### config.mk
export PLATFORM = sky130hd
export DESIGN_NAME = reg_file_mp
export DESIGN_NICKNAME = d
export VERILOG_FILES = /design/src/rtl/reg_file_mp.sv
export SDC_FILE = /design/constraint.sdc
export NUM_CORES = 2
export LEC_CHECK = 0
export ABC_CLOCK_PERIOD_IN_PS = 4250
export BUFFER_PORTS_ARGS = -buffer_cell sky130_fd_sc_hd__buf_2
export CELL_PAD_IN_SITES_DETAIL_PLACEMENT = 0
export CELL_PAD_IN_SITES_GLOBAL_PLACEMENT = 1
export CORE_ASPECT_RATIO = 0.5
export CORE_MARGIN = 2
export CORE_UTILIZATION = 50
export DETAILED_ROUTE_END_ITERATION = 12
export HOLD_SLACK_MARGIN = 0.1
export PLACE_DENSITY_LB_ADDON = 0.1
export SYNTH_ARGS = -nofsm -noshare
export SYNTH_HDL_FRONTEND = slang
export SYNTH_SLANG_ARGS = --single-unit
### constraint.sdc
create_clock -name clk -period 4.25 [get_ports clk]
set_input_delay 1.0625 -clock clk [delete_from_list [all_inputs] [get_ports clk]]
set_output_delay 1.0625 -clock clk [all_outputs]
set_load 0.01 [all_outputs]
### src/rtl/reg_file_mp.sv
// Multi-port register file: one synchronous write port, NREAD registered read ports
// with optional write bypass, optional hardwired zero register and a clear sequencer.
module reg_file_mp #(
    parameter int WIDTH    = 32,
    parameter int DEPTH    = 32,
    parameter int NREAD    = 2,
    parameter int ZERO_REG = 1,
    parameter int BYPASS   = 1,
    parameter int AW       = $clog2(DEPTH)
) (
    input  logic                   clk,
    input  logic                   rst_n,
    input  logic                   we,
    input  logic [AW-1:0]          wr_addr,
    input  logic [WIDTH-1:0]       wr_data,
    input  logic [NREAD-1:0]       rd_en,
    input  logic [NREAD*AW-1:0]    rd_addr,
    output logic [NREAD*WIDTH-1:0] rd_data,
    output logic [NREAD-1:0]       rd_valid,
    input  logic                   clr_req,
    output logic                   clr_busy,
    output logic                   clr_done
);

    typedef enum logic [1:0] {
        IDLE,
        CLEAR,
        DONE
    } clrState_t;

    // One extra bit so the range check also works when DEPTH is a power of two.
    localparam logic [AW:0]   DEPTH_EXT = (AW+1)'(DEPTH);
    localparam logic [AW-1:0] LAST_IDX  = AW'(DEPTH - 1);

    logic [WIDTH-1:0] regs [DEPTH];
    clrState_t        state;
    clrState_t        stateNext;
    logic [AW-1:0]    clrCount;
    logic             wrValid;

    assign wrValid = we && (state != CLEAR) && ({1'b0, wr_addr} < DEPTH_EXT)
                     && !((ZERO_REG != 0) && (wr_addr == '0));

    always_ff @(posedge clk or negedge rst_n) begin
        if (!rst_n) begin
            state    <= IDLE;
            clrCount <= '0;
        end else begin
            state <= stateNext;
            if (state == CLEAR) begin
                clrCount <= clrCount + 1'b1;
            end else begin
                clrCount <= '0;
            end
        end
    end

    always_comb begin
        stateNext = state;
        clr_busy  = 1'b0;
        clr_done  = 1'b0;
        case (state)
            IDLE: begin
                if (clr_req) begin
                    stateNext = CLEAR;
                end
            end
            CLEAR: begin
                clr_busy = 1'b1;
                if (clrCount == LAST_IDX) begin
                    stateNext = DONE;
                end
            end
            DONE: begin
                clr_busy  = 1'b1;
                clr_done  = 1'b1;
                stateNext = IDLE;
            end
            default: stateNext = IDLE;
        endcase
    end

    // The clear sweep owns the storage while it runs; user writes are simply dropped.
    always_ff @(posedge clk or negedge rst_n) begin
        if (!rst_n) begin
            for (int i = 0; i < DEPTH; i++) begin
                regs[i] <= '0;
            end
        end else if (state == CLEAR) begin
            regs[clrCount] <= '0;
        end else if (wrValid) begin
            regs[wr_addr] <= wr_data;
        end
    end

    for (genvar p = 0; p < NREAD; p++) begin : g_read
        logic [AW-1:0]    addr;
        logic [WIDTH-1:0] value;
        logic [WIDTH-1:0] dataQ;
        logic             validQ;

        assign addr = rd_addr[p*AW +: AW];

        always_comb begin
            value = '0;
            if ({1'b0, addr} >= DEPTH_EXT) begin
                value = '0;
            end else if ((ZERO_REG != 0) && (addr == '0)) begin
                value = '0;
            end else if (state == DONE) begin
                value = '0;
            end else if ((BYPASS != 0) && wrValid && (wr_addr == addr)) begin
                value = wr_data;
            end else begin
                value = regs[addr];
            end
        end

        always_ff @(posedge clk or negedge rst_n) begin
            if (!rst_n) begin
                dataQ  <= '0;
                validQ <= 1'b0;
            end else begin
                validQ <= rd_en[p];
                if (rd_en[p]) begin
                    dataQ <= value;
                end
            end
        end

        assign rd_data[p*WIDTH +: WIDTH] = dataQ;
        assign rd_valid[p]               = validQ;
    end

endmodule

==> results by group <==
Routing
  – Pre-Repair DR Iteration Count: 6
  – Vias/cell: 7.41
  – DR WL/cell: approximately 37 um
  – Initial drt markers: approximately 6800
  – Drt drc: 0
  – Final wirelength: 231000 um
  – ANT nets after route: 0
  – Via count: between 40000 and 50000

Final layout
  – Nets@finish: approximately 4700
  – Layout cells sized above 1: between 10% and 20%
  – Final core utilization: 56.3%
  – P&R area growth vs syn: 12.0%
  – N_diodes: 0

Critical path
  – Critical R2R Capture: g_read[0].dataQ[16]$_DFFE_PN0P_
  – Startpoint Class: flip-flop
  – Crit. End Element: flip-flop
  – Critical-path cell list: ha_1 > nor2b_1 > o31ai_2 > nor4_1 > a31oi_4 > buf_4 > a221o_1
  – Critical path's slowest cell: nor4_1
  – Crit-path leading delay family: simple AND/OR/NAND/NOR gates
  – Slowest stage delay, CP: 0.62 ns
  – Worst Path Buf+Inv: 1
  – Worst EP arrival: a little under 4 ns
  – Worst path depth: 7
  – CP Class: reg -> reg
  – CP required: 4.86 ns
  – CP Max Fanout: 20
  – Reg2reg start: state[0]$_DFFE_PN0P_
  – Flop-to-flop setup slack: 0.99 ns
  – Worst Reg-to-Reg Cells: 7

Die
  – Starting Density: 50.3%
  – Rows: 87
  – # IOs: 121
  – Core ar.: 0.112 sq mm
  – Die ar.: 0.116 sq mm
  – Die Ht: 242 um
  – DIE WIDTH: between 400 and 500 um

Logic synthesis
  – Top_reg_cell synth: dfrtp_1
  – Post-synthesis area per instance: 11.6 sq um
  – Synth area leader: dfrtp_1
  – Post-synth top area share: 48.5%
  – Synth top cells by count: dfrtp_1 (1097), mux2i_1 (1024), a22o_1 (992)
  – Synthesized Nets: 4932
  – Synth warn: 0
  – Post-Syn Area: around 0.057 sq mm
  – Number of synthesized flops with an enable pin: 0
  – Async set-reset flop share out of synthesis: 100%
  – FF+latch count, synth: 1097
  – Synth top area cells: dfrtp_1 (49%), mux2i_1 (18%), a22o_1 (15%)
  – Most frequent cell after synthesis: dfrtp_1
  – Sequential fraction of the synthesis area: around 49%
  – Yosys cell types: 34
  – Cells after Synth: 4871

GRT
  – First-pass GRT wire length: roughly 340000 um
  – Remaining global-route overflow: 0
  – Pin count of the biggest net entering global routing: 119
  – Total GRT Usage: 39.2%
  – Number of global-route vias before repair: 46465
  – Initial antenna violation count: 4

Placement
  – Gp weighted congestion: 0.858
  – Pre-CTS setup slack: between 0.7 and 0.8 ns
  – Port bufs: 120
  – Dpl hpwl: 129000 um

Clock network
  – Post-CTS Resized: 0
  – Clock sinks: 1097
  – H-tree depth: 3
  – CTS Buf Count: approximately 100
  – Clock transition at path regs: approximately 0.070 ns
  – Post-CTS setup buffers: 0
  – Clk Latency, worst-skew pair: 0.75 ns
  – TritonCTS clock tree: done
  – Maximum clock insertion buffer count: 3
  – Hold buffers post-CTS: 0
  – Root buf cell: clkbuf_16

Timing
  – Post-route clock period utilization: 76.6%
  – Post-route minimum period: 3.26 ns
  – Final Max Tran Viols: 0
  – RSZ-0062 raised after global routing: false
  – Relative slew slack: 23.1%
  – Worst slew pin tran: 1.14 ns
  – Achievable clock frequency: 307 MHz
  – Post-Route Setup TNS: 0 ns
  – # setup viols final: 0
  – Layout Skew: around 0.032 ns
  – Hold Fails Final Rpt: 0
  – Setup WS post-layout: 0.994 ns

Status
  – Status: finished clean

Power
  – Maximum VDD drop: 0.377 mV
  – P per Cell Area: 540 mW/mm^2
  – PnR Total Power: 34200 uW
  – LEAKAGE: around 0.030 uW

Flow run
  – Max Cap Violations: 0

Worst hold path
  – Hold Path Class: in -> async
-- kinds of logic after synthesis --
family / Yosys count / share of synthesized area, %
muxes: 1024 / 18.1
xor gates and xnor gates: 12 / 0.186
adders and majority gates: 8 / 0.177
DFF: 1097 / 48.5
AOI/OAI and AO/OA: 1608 / 23.7
and+or+nand+nor: 510 / 4.92
buffers and inverters: 612 / 4.43
-- registers in the layout, summed over array words and instances, names as in the netlist --
| name | cells |
|---|---|
| g_read.dataQ | 64 |
| clrCount | 5 |
| state | 2 |
| regs | 1024 |
| g_read.validQ | 2 |
-- per-layer routing --
metal,vias up,GRT usage [%],wire length [um]
met5,-,0,0
met4,0,16.5,10600
met3,560,12.5,28400
met2,3138,54.8,96400
met1,24211,55.7,95900
li1,18572,-,-
-- metrics by stage --
step	cells	hold slack, ns	area (sq um)
final	6270	0.272	63400
after detailed placement	6078	0.497	59600
after global routing	6270	0.282	63400
after floorplan	4871	0.475	56600
after CTS	6270	0.266	63400
after global placement	6078	0.490	59600
-- where the power goes --
part,internal (uW),switching [uW],total (uW)
combinational,4050,4030,8080
clock,5990,4450,10400
sequential,13200,2430,15700
total,23300,10900,34200
-- cell type report --
| type | count | area, sq um |
|---|---|---|
| Tap cell | 1513 | 1890 |
| Inverter | 5 | 18.8 |
| Timing Repair Buffer | 301 | 2920 |
| Sequential cell | 1097 | 27500 |
| Clock inverter | 37 | 631 |
| Multi-Input combinational cell | 3162 | 27300 |
| Clock buffer | 155 | 3110 |
| Fill cell | 9353 | 49100 |
-- cell usage in the layout, fill, tap and decap left out, types with 6 or more instances in the layout --
cell type     n
dfrtp_1    1097
mux2i_1    1024
a22o_1      992
a22oi_1     512
nand3_1     259
buf_2       117
buf_4       107
clkbuf_16   106
buf_12       74
nor2b_1      69
nand4_1      64
a221o_1      64
and2_1       40
nor2_4       35
a21oi_4      31
clkbuf_8     27
clkbuf_1     22
bufinv_16    15
clkinv_2     10
nor2b_4       8
ha_1          8
xor2_1        7
nand2_1       6
-- worst max path at each step --
stage | slack, ns | startpoint | endpoint
floorplan | 1.46 | wr_addr[3] | g_read[0].dataQ[21]$_DFFE_PN0P_
global placement | 0.78 | wr_addr[2] | g_read[0].dataQ[30]$_DFFE_PN0P_
detailed placement | 0.74 | wr_addr[2] | g_read[0].dataQ[18]$_DFFE_PN0P_
CTS | 1.11 | state[1]$_DFFE_PN0P_ | g_read[0].dataQ[16]$_DFFE_PN0P_
global route | 0.86 | state[1]$_DFFE_PN0P_ | g_read[0].dataQ[11]$_DFFE_PN0P_
finish | 0.99 | state[0]$_DFFE_PN0P_ | g_read[0].dataQ[16]$_DFFE_PN0P_
(Power assumes the default switching activity.)
